$ cat src/rtl/uart_sample_loader.sv
// ---------------------------------------------------------------------------
// uart_sample_loader
//
// Receives 8N1 bytes from the host on uart_rxd, pairs them big-endian
// (high byte first) into 16-bit samples and writes each sample into the
// sample RAM with a single-cycle strobe. A load is started by a one-cycle
// arm pulse and completes after NUM_SAMPLES samples, at which point done
// is raised and further bytes are ignored until the next arm.
//
// Optional build macro:
//   RX_TIMEOUT_EN  - when defined, an inter-byte timeout discards a dangling
//                    high byte after TIMEOUT_BITS bit-times and raises the
//                    sticky rx_timeout flag. When undefined, rx_timeout is
//                    tied to 0 and the loader waits indefinitely for the low
//                    byte.
//
// Parameters:
//   CLKS_PER_BIT  clk cycles per UART bit (>= 4)
//   ADDR_W        sample RAM address width
//   NUM_SAMPLES   samples per load (<= 2**ADDR_W)
//   TIMEOUT_BITS  bit-times allowed between high and low byte
//
// Ports:
//   clk             system clock
//   reset           synchronous, active-low reset
//   uart_rxd        asynchronous UART line, idles high
//   arm             one-cycle pulse that starts a new load
//   ram_write_en    one-cycle sample RAM write strobe
//   ram_write_addr  write address (holds after the strobe)
//   ram_data_in     sample word {hi_byte, lo_byte} (holds after the strobe)
//   busy            load in progress
//   done            NUM_SAMPLES samples written; sticky until arm/reset
//   frame_err       sticky: a stop bit was sampled low
//   rx_timeout      sticky inter-byte timeout
//   sample_count    samples written since the last arm
// ---------------------------------------------------------------------------
module uart_sample_loader #(
    parameter int unsigned CLKS_PER_BIT = 434,
    parameter int unsigned ADDR_W       = 14,
    parameter int unsigned NUM_SAMPLES  = 16384,
    parameter int unsigned TIMEOUT_BITS = 20
) (
    input  logic              clk,
    input  logic              reset,
    input  logic              uart_rxd,
    input  logic              arm,
    output logic              ram_write_en,
    output logic [ADDR_W-1:0] ram_write_addr,
    output logic [15:0]       ram_data_in,
    output logic              busy,
    output logic              done,
    output logic              frame_err,
    output logic              rx_timeout,
    output logic [ADDR_W:0]   sample_count
);

    // -----------------------------------------------------------------------
    // Derived constants
    // -----------------------------------------------------------------------
    localparam int unsigned BAUD_W = $clog2(CLKS_PER_BIT);
    localparam int unsigned CNT_W  = ADDR_W + 1;

    localparam logic [BAUD_W-1:0] BAUD_LAST  = BAUD_W'(CLKS_PER_BIT - 1);
    localparam logic [BAUD_W-1:0] HALF_LAST  = BAUD_W'(CLKS_PER_BIT / 2 - 1);
    localparam logic [CNT_W-1:0]  LAST_COUNT = CNT_W'(NUM_SAMPLES - 1);

`ifdef RX_TIMEOUT_EN
    localparam int unsigned       TMO_CLKS = TIMEOUT_BITS * CLKS_PER_BIT;
    localparam int unsigned       TMO_W    = $clog2(TMO_CLKS);
    localparam logic [TMO_W-1:0]  TMO_LAST = TMO_W'(TMO_CLKS - 1);
`endif

    // Elaboration-time parameter sanity check.
    generate
        if (CLKS_PER_BIT < 4 || NUM_SAMPLES == 0 ||
            NUM_SAMPLES > (1 << ADDR_W) || TIMEOUT_BITS == 0) begin : g_bad_params
            $error("uart_sample_loader: illegal parameter combination");
        end
    endgenerate

    // -----------------------------------------------------------------------
    // State encodings
    // -----------------------------------------------------------------------
    localparam logic [2:0] R_IDLE  = 3'd0;
    localparam logic [2:0] R_START = 3'd1;
    localparam logic [2:0] R_DATA  = 3'd2;
    localparam logic [2:0] R_STOP  = 3'd3;
    localparam logic [2:0] R_WAIT  = 3'd4;

    localparam logic [1:0] L_IDLE  = 2'd0;
    localparam logic [1:0] L_LOAD  = 2'd1;
    localparam logic [1:0] L_DONE  = 2'd2;

    // -----------------------------------------------------------------------
    // Receiver signals
    // -----------------------------------------------------------------------
    logic              rx_meta;
    logic              rxs;
    logic              rxs_d;
    logic [2:0]        rstate;
    logic [BAUD_W-1:0] baud_cnt;
    logic [2:0]        bit_idx;
    logic [7:0]        rx_shift;
    logic              byte_valid;
    logic              frame_evt;

    // -----------------------------------------------------------------------
    // Loader signals
    // -----------------------------------------------------------------------
    logic [1:0]        lstate;
    logic              phase;
    logic [7:0]        hi_byte;

`ifdef RX_TIMEOUT_EN
    logic [TMO_W-1:0]  tmo_cnt;
    logic              rx_timeout_q;
`endif

    // -----------------------------------------------------------------------
    // Receiver: 2-flop synchroniser, edge detect and 8N1 bit FSM.
    // Runs regardless of loader state.
    // -----------------------------------------------------------------------
    always_ff @(posedge clk) begin
        if (!reset) begin
            rx_meta    <= 1'b1;
            rxs        <= 1'b1;
            rxs_d      <= 1'b1;
            rstate     <= R_IDLE;
            baud_cnt   <= '0;
            bit_idx    <= '0;
            rx_shift   <= '0;
            byte_valid <= 1'b0;
            frame_evt  <= 1'b0;
        end else begin
            rx_meta    <= uart_rxd;
            rxs        <= rx_meta;
            rxs_d      <= rxs;
            byte_valid <= 1'b0;
            frame_evt  <= 1'b0;

            case (rstate)
                R_IDLE: begin
                    baud_cnt <= '0;
                    bit_idx  <= '0;
                    if (rxs_d && !rxs) begin
                        rstate <= R_START;
                    end
                end

                // Re-check the start bit at its midpoint to reject glitches.
                R_START: begin
                    if (baud_cnt == HALF_LAST) begin
                        baud_cnt <= '0;
                        rstate   <= rxs ? R_IDLE : R_DATA;
                    end else begin
                        baud_cnt <= baud_cnt + 1'b1;
                    end
                end

                // Counter was aligned to mid-start-bit, so full-bit
                // intervals land mid-bit; data arrives LSB first.
                R_DATA: begin
                    if (baud_cnt == BAUD_LAST) begin
                        baud_cnt <= '0;
                        rx_shift <= {rxs, rx_shift[7:1]};
                        bit_idx  <= bit_idx + 3'd1;
                        if (bit_idx == 3'd7) begin
                            rstate <= R_STOP;
                        end
                    end else begin
                        baud_cnt <= baud_cnt + 1'b1;
                    end
                end

                R_STOP: begin
                    if (baud_cnt == BAUD_LAST) begin
                        baud_cnt <= '0;
                        if (rxs) begin
                            byte_valid <= 1'b1;
                            rstate     <= R_IDLE;
                        end else begin
                            frame_evt <= 1'b1;
                            rstate    <= R_WAIT;
                        end
                    end else begin
                        baud_cnt <= baud_cnt + 1'b1;
                    end
                end

                // Line held low past a bad stop bit: wait for it to idle
                // before looking for the next start edge.
                R_WAIT: begin
                    if (rxs) begin
                        rstate <= R_IDLE;
                    end
                end

                default: begin
                    rstate <= R_IDLE;
                end
            endcase
        end
    end

    // -----------------------------------------------------------------------
    // Loader: pairs bytes into samples and drives the RAM write port.
    // rx_shift stays stable while byte_valid is high (receiver is idle).
    // -----------------------------------------------------------------------
    always_ff @(posedge clk) begin
        if (!reset) begin
            lstate         <= L_IDLE;
            phase          <= 1'b0;
            hi_byte        <= '0;
            ram_write_en   <= 1'b0;
            ram_write_addr <= '0;
            ram_data_in    <= '0;
            sample_count   <= '0;
            done           <= 1'b0;
            frame_err      <= 1'b0;
`ifdef RX_TIMEOUT_EN
            tmo_cnt        <= '0;
            rx_timeout_q   <= 1'b0;
`endif
        end else begin
            ram_write_en <= 1'b0;

            // arm takes priority over a byte arriving in the same cycle.
            if (arm) begin
                lstate         <= L_LOAD;
                phase          <= 1'b0;
                sample_count   <= '0;
                ram_write_addr <= '0;
                done           <= 1'b0;
                frame_err      <= 1'b0;
`ifdef RX_TIMEOUT_EN
                tmo_cnt        <= '0;
                rx_timeout_q   <= 1'b0;
`endif
            end else if (lstate == L_LOAD) begin
                if (byte_valid) begin
`ifdef RX_TIMEOUT_EN
                    tmo_cnt <= '0;
`endif
                    if (!phase) begin
                        hi_byte <= rx_shift;
                        phase   <= 1'b1;
                    end else begin
                        ram_write_en   <= 1'b1;
                        ram_data_in    <= {hi_byte, rx_shift};
                        ram_write_addr <= sample_count[ADDR_W-1:0];
                        sample_count   <= sample_count + 1'b1;
                        phase          <= 1'b0;
                        if (sample_count == LAST_COUNT) begin
                            lstate <= L_DONE;
                            done   <= 1'b1;
                        end
                    end
                end
`ifdef RX_TIMEOUT_EN
                else if (phase) begin
                    // Dangling high byte: give up after the timeout window.
                    if (tmo_cnt == TMO_LAST) begin
                        tmo_cnt      <= '0;
                        phase        <= 1'b0;
                        rx_timeout_q <= 1'b1;
                    end else begin
                        tmo_cnt <= tmo_cnt + 1'b1;
                    end
                end else begin
                    tmo_cnt <= '0;
                end
`endif
            end

            // A framing error coinciding with arm still gets reported.
            if (frame_evt) begin
                frame_err <= 1'b1;
            end
        end
    end

    assign busy = (lstate == L_LOAD);

`ifdef RX_TIMEOUT_EN
    assign rx_timeout = rx_timeout_q;
`else
    assign rx_timeout = 1'b0;
`endif

endmodule

$ cat config.mk
export PLATFORM = sky130hd
export DESIGN_NAME = uart_sample_loader
export DESIGN_NICKNAME = d
export VERILOG_FILES = /design/src/rtl/uart_sample_loader.sv
export SDC_FILE = /design/constraint.sdc
export NUM_CORES = 1
export LEC_CHECK = 0
export ABC_AREA = 1
export BUFFER_PORTS_ARGS = -buffer_cell sky130_fd_sc_hd__clkbuf_2
export CAP_MARGIN = 10
export CORE_UTILIZATION = 55
export DETAILED_ROUTE_END_ITERATION = 8
export GPL_ROUTABILITY_DRIVEN = 0
export HOLD_SLACK_MARGIN = 0.02
export PLACE_DENSITY_LB_ADDON = 0.05
export SLEW_MARGIN = 20
export SYNTH_ARGS = -nofsm -noshare
export SYNTH_HDL_FRONTEND = slang
export SYNTH_SLANG_ARGS = --single-unit
$ cat constraint.sdc
create_clock -name clk -period 3.2 [get_ports clk]
set_input_delay 0.64 -clock clk [delete_from_list [all_inputs] [get_ports clk]]
set_output_delay 0.64 -clock clk [all_outputs]
set_load 0.01 [all_outputs]
=== After elaboration in Yosys (flattened, before gate mapping) ===
Cells that the tools add are included.

* Bits of input ports: 4
* Flip-flop bits (word level): 86
* Output and inout port bits: 50
* Word-level logic and storage cells: 89

* $add $sub $neg: 3
* Equality and inequality tests: 15
* Reduce and logical (&&, ||, !) cells: 23
* Bitwise operators: 5
* Mux-type cells: 25

{| class="wikitable"
|+ Operators by type and width
! kind !! number
|-
| case mux 9 bit (3 select lines) || 1
|-
| 2-to-1 mux 3 bit || 8
|-
| 2-to-1 mux 9 bit || 2
|-
| AND reduction 4 bit || 4
|-
| adder 15 x 1 -> 15 bit (second input constant) || 1
|-
| == test 15 x 14 -> 1 bit (second input constant) || 1
|-
| case mux 3 bit (5 select lines) || 1
|-
| != test 2 bit (second input constant) || 6
|-
| nonzero test 2 bit || 6
|-
| 2-to-1 mux 1 bit || 11
|-
| adder 9 x 1 -> 9 bit (second input constant) || 1
|-
| == test 9 x 8 -> 1 bit (second input constant) || 1
|-
| == test 9 bit (second input constant) || 1
|-
| == test 3 x 2 -> 1 bit (second input constant) || 2
|-
| == test 3 bit (second input constant) || 2
|-
| case mux 3 bit (2 select lines) || 1
|-
| AND reduction 2 bit || 3
|-
| AND reduction 3 bit || 2
|-
| AND reduction 6 bit || 1
|-
| NOT 1 bit || 5
|-
| OR reduction 2 bit || 2
|-
| OR reduction 4 bit || 1
|-
| adder 3 x 1 -> 3 bit (second input constant) || 1
|-
| == test 3 x 1 -> 1 bit (second input constant) || 1
|-
| 6 further kinds || 6
|}

=== Longest topological paths before layout ===
Gate-level depths: netlist (run 1).

* Depth after elaboration: 6
* Gate-level depth with buffers: 11
* Depth with buffers taken out: 11

=== Worst setup path after synthesis (run 1) ===
No wires, ideal clock.

* Path type: register to register
* Start point: register sample_count[0]
* End point: register sample_count[12]
* Path buffers: 0
* Arrival time: 1302 ps
* Path slack: 1785 ps
* Setup time: 113 ps
* Cell stages (with the launch flop): 9
* Data required time: 3087 ps
* Clock period less this slack: 1415 ps
* Cells stage by stage: dfxtp_1 > ha_1 > nand2_1 > nor2_1 > nand2_1 > nor2_1 > nand3b_1 > nor2_1 > nor2_1

* Word-level cells in the longest chain between the ends: 1

{| class="wikitable"
|+ Ends and longest elaborated chain
! element !! line !! source
|-
| start, declared || 54 || <nowiki>output logic [ADDR_W:0] sample_count</nowiki>
|-
| start signal, assigned || 251 || <nowiki>sample_count <= sample_count + 1'b1;</nowiki>
|-
| adder 15 x 1 -> 15 bit || 251 ||
|}

Every way passes these cells.
A chain may end at the register's enable or synchronous reset.

=== Final worst setup path (run 1) ===
* Start point: register lstate[0]
* End point: register sample_count[1]

* Word-level cells in the longest chain between the ends: 2

{| class="wikitable"
|+ Ends and longest elaborated chain
! element !! line !! source
|-
| start, declared || 110 || <nowiki>logic [1:0] lstate;</nowiki>
|-
| start signal, assigned || 211 || <nowiki>lstate <= L_IDLE;</nowiki>
|-
| start signal, assigned || 229 || <nowiki>lstate <= L_LOAD;</nowiki>
|-
| start signal, assigned || 254 || <nowiki>lstate <= L_DONE;</nowiki>
|-
| == test 2 x 1 -> 1 bit || 239 || <nowiki>end else if (lstate == L_LOAD) begin</nowiki>
|-
| AND reduction 3 bit (no source line) || - ||
|}

Every way passes these cells.

==> results of run 1 <==
## cell type report
class	instances	area, sq um
timing repair buffer	54	275
clock buffer	9	124
multi-input combinational	326	1550
sequential	86	1720
fill	524	2020
tap	75	93.8
clock inverter	7	98.8
inverter	48	180
## synth_stat cells (all sizes together)
| master | count |
|---|---|
| nor2 | 87 |
| dfxtp | 86 |
| nand2 | 82 |
| o21ai | 49 |
| inv | 46 |
| a21oi | 38 |
| nand3 | 33 |
| nor3 | 14 |
| buf | 11 |
| nand4 | 8 |
| clkbuf | 7 |
| ha | 6 |
| clkinv | 2 |
| or2 | 2 |
| xor2 | 2 |
| and2 | 1 |
| conb | 1 |
| nand3b | 1 |
| o31ai | 1 |
| xnor2 | 1 |
## layout by cell type, fill, tap and decap left out, types with 3 or more instances in the layout
master    instances
nor3_1           13
a21oi_1          38
clkinv_4          3
nand3_1          30
nor2_2            3
ha_1              6
nand2_1          82
nor2_1           82
clkbuf_8          9
clkbuf_2         52
inv_1            45
dfxtp_1          86
o21ai_0          49
nand4_1           8
## worst max-delay path by stage
stage,endpoint,slack (ns),cells after the start
floorplan,sample_count[12]$_SDFFE_PP0P_,1.79,8
global placement,sample_count[2]$_SDFFE_PP0P_,1.19,5
detailed placement,sample_count[1]$_SDFFE_PP0P_,1.13,6
CTS,sample_count[1]$_SDFFE_PP0P_,1.20,8
global route,sample_count[1]$_SDFFE_PP0P_,0.98,8
finish,sample_count[1]$_SDFFE_PP0P_,1.21,8
## worst max-delay path: cells and delay by family (launching register included)
kind	cells	cell delay, ns
and+or+nand+nor	5	1.29
DFF	1	0.33
buffers and inverters	2	0.21
AOI/OAI and AO/OA	1	0.07
## layer usage
layer | vias to the layer above | track usage (%) | part of all wire [%]
met5 | - | 0 | 0
met4 | 0 | 13.5 | 2.7
met3 | 20 | 4.07 | 4.7
met2 | 93 | 37.7 | 45
met1 | 1370 | 30.7 | 48
li1 | 1634 | - | -
## flip-flops by register name (all words and copies together), names as in the netlist, 2 cells and up
| register | cells |
|---|---|
| bit_idx | 3 |
| lstate | 2 |
| ram_write_addr | 14 |
| sample_count | 15 |
| rx_shift | 8 |
| rstate | 3 |
| ram_data_in | 16 |
| hi_byte | 8 |
| baud_cnt | 9 |
## cells by family after synthesis
kind of cell,Yosys count,synth area share (%)
buf+inv,66,7.69
flops,86,48.6
compound gates,88,12.5
fa+ha+maj,6,2.12
other cells,1,0.106
simple gates,228,28.3
xor+xnor,3,0.741
## power groups by stage
stage          Clock [mW]  Combinational (mW)  Sequential [mW]
6_report            0.827               0.374             1.17
5_1_grt             0.884               0.449             1.18
4_1_cts             0.845               0.372             1.17
3_5_place_dp            0               0.370             1.19
3_3_place_gp            0               0.367             1.19
2_1_floorplan           0               0.316             1.17
==> results.tsv, run 1 <==
stage	metric	value	unit
outcome	outcome	finished, final reports clean	
setup_path	crit_required	3.47	ns
timing	tightestPinTransition	0.689	ns
timing	tns	0	ns
floorplanning	die_w	82.3	um
yosys	syn_area_per_cell	7.42	sq um
clock_network	ctsHoldBuffers	0	
setup_path	reg2reg_to	sample_count[1]$_SDFFE_PP0P_	
setup_path	crit_arrival	2.26	ns
setup_path	setup.worst_path.class	reg -> reg	
placed_design	dpl.hpwl	5200	um
global_route	grt.total_usage	23.9	%
timing	worst_slack	1.21	ns
yosys	syn_nets	488	
global_route	grt_max_degree	41	
clock_network	cts_setup_buffers	0	
floorplanning	design.die.area	6770	sq um
setup_path	cp_slowest_cell	nor2_4	
pwr	power	2.37	mW
global_route	grt_pass1_vias	2779	
setup_path	worst-path-max-fanout	27	
timing	period_minus_slack	1.99	ns
placed_design	place_inst	589	
hold_path	min_from	rx_meta$_SDFF_PN1_	
clock_network	cts_root_buf	clkbuf_8	
yosys	yosysTopAreaCellShare	48.6	%
placed_design	place_ws	1.13	ns
pwr	intPower	1.67	mW
setup_path	startpoint_type	flip-flop	
clock_network	cts_made_buffers	9	
yosys	netlist_area	3540	sq um
floorplanning	start_util	58.5	%
yosys	synth_top_cell_by_area	dfxtp_1	
clock_network	htreeDepth	3	
timing	hold_slack	0.421	ns
pwr	clockPowerShare	34.9	%
yosys	synth.distinct_cells	28	
cells_and_area	area_growth	14.1	%
yosys	synth_seq_cells	86	
placed_design	portBuffers	52	
flow_run	drv_cap	0	
yosys	synth.yosys.warnings	0	
global_route	grt_overflow	0	
clock_network	clockBufferDepth	2	
setup_path	critPathCaptureType	flip-flop	
pwr	p_sw_share	29.4	%
drt	drt-initial-drc-count	199	
setup_path	max_stage_delay	0.45	ns
pwr	vdd_drop_max	0.476	mV
clock_network	clk-insertion-delay-late	0.35	ns
placed_design	dpl_cell_area	3820	sq um
yosys	synth_area_leaders	dfxtp_1, nand2_1, nor2_1	
setup_path	regToRegSetupSlack	1.21	ns
setup_path	reg2reg_depth	8	
floorplanning	die_y	82.3	um
drt	drtAntennaViolNets	0	
drt	viasPerCell	5.15	
cells_and_area	antenna-diode-count	0	
global_route	grt_pass1_wl	12300	um
cells_and_area	drive_gt1_share	15.5	%
timing	relSlewSlack	54.1	%
clock_network	cts.sinks	86	
timing	timing.fmax	502	MHz
timing	setup_viol	0	
pwr	p_comb_share	15.8	%
drt	drc	0	
pwr	p_switching	0.697	mW
yosys	postSynthCellCount	478	
drt	wl	7490	um
hold_path	hold_path.class	reg -> reg	
timing	slew_violations	0	
floorplanning	fp.coreArea	6060	sq um
cells_and_area	postLayoutCoreUtil	66.7	%
pwr	leakagePower	1.75	nW
cells_and_area	stdcell_count	605	
setup_path	path_cells	inv_1, nor2_4, nand3_4, nor2_4, nand2_1, inv_1, nand2_1, o21ai_0	
drt	wire_per_inst	12.4	um
timing	hold_violations	0	
clock_network	path_clk_slew	0.08	ns
timing	rsz0062_at_grt	false	
setup_path	rr_startpoint	lstate[0]$_SDFFE_PN0P_	
drt	firstDrtPassIters	5	
pwr	pwr-share-seq	49.3	%
drt	vias	3117	
timing	clock-skew-final	0.00963	ns
clock_network	cts_tree	yes	
clock_network	cts_resized	0	
setup_path	startpoint	lstate[0]$_SDFFE_PN0P_	
floorplanning	io_pins	54	
hold_path	hold_path_end	rxs$_SDFF_PN1_	
cells_and_area	finish.instance_area	4040	sq um
timing	timing.final.crit_share	62.3	%
cells_and_area	nets	535	
floorplanning	fp-row-count	28	
global_route	antenna_found_initial	0	
pwr	powerDensity	586	nW/um^2
yosys	synth-seq-area-share	48.6	%
hold_path	hold_path_depth	1	
Power figures use the tool's default switching activity.
==> run 2, diff against run 1 <==
==> constraint.sdc (replaced) <==
create_clock -name clk -period 1.95 [get_ports clk]
set_input_delay 0.39 -clock clk [delete_from_list [all_inputs] [get_ports clk]]
set_output_delay 0.39 -clock clk [all_outputs]
set_load 0.01 [all_outputs]
==> run 2 against run 1 <==
  * Via count rose by 1.3%
  * Utilization rose by 0.62 points
  * Clock power rose by 72%
  * Die area did not move
  * Count of clock-buffer cells in the layout rose by 1
  * Critical path depth fell by 2
  * Worst setup slack got worse by 0.93 ns
  * Sequential share of layout area fell by 0.39 points
  * First-iteration DRC count fell by 12%
  * Routed wire length rose by 0.39%
  * Clock skew rose by 0.0039 ns
  * Cell count rose by 0.66%
  * Critical endpoint is now bit_idx[2]$_SDFFE_PN0P_
  * Largest power group unchanged
==> results.tsv, run 2 (synthesized netlist as in run 1, its figures left out) <==
stage	metric	value	unit	change
outcome	outcome	finished, final reports clean		unchanged
timing	timing.final.crit_share	85.6	%	was 62.3%
timing	slew_violations	0		unchanged
cells_and_area	antenna-diode-count	0		unchanged
timing	rsz0062_at_grt	false		unchanged
global_route	grt_pass1_vias	2606		was 2,779
clock_network	ctsHoldBuffers	0		unchanged
drt	topRoutingLayerUsed	met4		unchanged
placed_design	place_ws	0.293	ns	was 1.13 ns
drt	viasPerCell	5.18		was 5.15
cells_and_area	postLayoutCoreUtil	67.3	%	was 66.7%
setup_path	cp.buffers_inverters	1		was 2
clock_network	cts_root_buf	clkbuf_8		unchanged
global_route	antenna_found_initial	0		unchanged
timing	relSlewSlack	64.1	%	was 54.1%
floorplanning	die_y	82.3	um	unchanged
cells_and_area	top_regs	ram_data_in: 16 flops, sample_count: 15 flops, ram_write_addr: 14 flops		unchanged
clock_network	path_clk_slew	0.09	ns	was 0.08 ns
drt	drc	0		unchanged
floorplanning	design.die.area	6770	sq um	unchanged
clock_network	cts.sinks	86		unchanged
cells_and_area	fill_cells	557		was 524
pwr	leakagePower	1.77	nW	was 1.75 nW
flow_run	drv_cap	0		unchanged
clock_network	cts_resized	0		unchanged
setup_path	critPathTopFamily	simple AND/OR/NAND/NOR gates		unchanged
drt	route.met2.wl	3380	um	was 3350 um
floorplanning	start_util	58.5	%	unchanged
setup_path	worst-path-max-fanout	14		was 27
timing	clock-skew-final	0.0135	ns	was 0.00963 ns
global_route	grt_max_degree	25		was 41
placed_design	portBuffers	52		unchanged
pwr	vdd_drop_max	0.564	mV	was 0.476 mV
clock_network	htreeDepth	3		unchanged
drt	dr_wl_met3	316	um	was 351 um
global_route	grt_overflow	0		unchanged
setup_path	critPathCaptureType	flip-flop		unchanged
setup_path	crit_arrival	1.93	ns	was 2.26 ns
cells_and_area	largest_reg_flops	16		unchanged
timing	period_minus_slack	1.67	ns	was 1.99 ns
global_route	grt.total_usage	23.9	%	about the same
setup_path	crit_required	2.21	ns	was 3.47 ns
cells_and_area	area_growth	15.1	%	was 14.1%
pwr	p_switching	1.17	mW	was 0.697 mW
drt	drtAntennaViolNets	0		unchanged
pwr	p_comb_share	15.6	%	was 15.8%
timing	timing.fmax	599	MHz	was 502 MHz
global_route	grt_pass1_wl	12100	um	was 12,300 um
pwr	clockPowerShare	35.9	%	was 34.9%
timing	tns	0	ns	unchanged
timing	tightestPinTransition	0.538	ns	was 0.689 ns
pwr	pwr-share-seq	48.5	%	was 49.3%
cells_and_area	nets	539		was 535
pwr	powerDensity	971	nW/um^2	was 586 nW/um^2
setup_path	cp_slowest_cell	dfxtp_1		was nor2_4
pwr	intPower	2.79	mW	was 1.67 mW
clock_network	cts_setup_buffers	0		unchanged
drt	firstDrtPassIters	5		unchanged
cells_and_area	seqCellArea	1720	sq um	unchanged
drt	wl	7520	um	was 7490 um
floorplanning	fp.coreArea	6060	sq um	unchanged
cells_and_area	drive_gt1_share	16.1	%	was 15.5%
floorplanning	fp-row-count	28		unchanged
timing	hold_slack	0.216	ns	was 0.421 ns
cells_and_area	multi_input_area	1550	sq um	unchanged
cells_and_area	layout_common_cells	dfxtp_1, nand2_1, nor2_1, clkbuf_2, o21ai_0		unchanged
floorplanning	io_pins	54		unchanged
placed_design	dpl.hpwl	5330	um	was 5200 um
timing	hold_violations	0		unchanged
drt	wire_per_inst	12.3	um	was 12.4 um
setup_path	path_cells	nor3_4, nand3_2, nand2_1, inv_1, a21oi_1, nor2_1		was inv_1, nor2_4, nand3_4, nor2_4, nand2_1, inv_1, nand2_1, o21ai_0
clock_network	clockBufferDepth	2		unchanged
setup_path	startpoint_type	flip-flop		unchanged
drt	m1WireLength	3700	um	was 3580 um
hold_path	hold_path.class	in -> reg		was reg -> reg
clock_network	cts_tree	yes		unchanged
clock_network	clk-insertion-delay-late	0.36	ns	was 0.35 ns
floorplanning	die_w	82.3	um	unchanged
drt	drt-initial-drc-count	176		was 199
cells_and_area	largest-register	ram_data_in		unchanged
timing	setup_viol	0		unchanged
pwr	p_sw_share	29.6	%	was 29.4%
setup_path	max_stage_delay	0.48	ns	was 0.45 ns
setup_path	setup.worst_path.class	reg -> reg		unchanged
clock_network	cts_made_buffers	9		unchanged
timing	worst_slack	0.281	ns	was 1.21 ns
drt	vias	3156		was 3,117
cells_and_area	final_common_cell	dfxtp_1		unchanged
-- run 2: final cells by class --
type                    count  area share (%)
inverters                  48            4.41
clock buffers              10            3.37
multi-input cells         326            38.0
repair buffers             58            7.48
clock inverters             6            2.27
flip-flops and latches     86            42.2
well taps                  75            2.30
-- run 2: worst register-to-register path, delay by kind of cell, from the launching register on --
kind | cells | cell delay, ns
flip-flops | 1 | 0.48
AO/OA/AOI/OAI | 1 | 0.12
buffers and inverters | 1 | 0.08
AND/OR/NAND/NOR | 4 | 0.91
-- run 2: power by group through the flow --
stage / sequential, mW / clock, mW / combinational (mW)
floorplan: 1.92 / 0 / 0.519
global placement: 1.95 / 0 / 0.606
detailed placement: 1.96 / 0 / 0.614
CTS: 1.92 / 1.44 / 0.616
global route: 1.93 / 1.52 / 0.721
finish: 1.92 / 1.42 / 0.619
-- run 2: stage by stage --
stage                     cells  cell area [sq um]  power [mW]
after global placement      593               3850        2.56
final                       609               4080        3.96
after detailed placement    593               3850        2.57
after floorplan             478               3540        2.44
after global routing        609               4080        4.17
after CTS                   609               4080        3.97
-- run 2: per-layer routing --
layer | vias to the layer above | global-route usage, %
met1 | 1424 | 31.6
met4 | 0 | 9.82
li1 | 1645 | -
met2 | 75 | 37.4
met5 | - | 0
met3 | 12 | 5.27
-- run 2: path summary, 6_finish.rpt --
kind | start | to | slack (ns) | cells after the start
max | rstate[2]$_SDFFE_PN0P_ | bit_idx[2]$_SDFFE_PN0P_ | 0.28 | 6
min | uart_rxd | rx_meta$_SDFF_PN1_ | 0.22 | 2
max reg2reg | rstate[2]$_SDFFE_PN0P_ | bit_idx[2]$_SDFFE_PN0P_ | 0.28 | 6
min reg2reg | rx_meta$_SDFF_PN1_ | rxs$_SDFF_PN1_ | 0.42 | 1
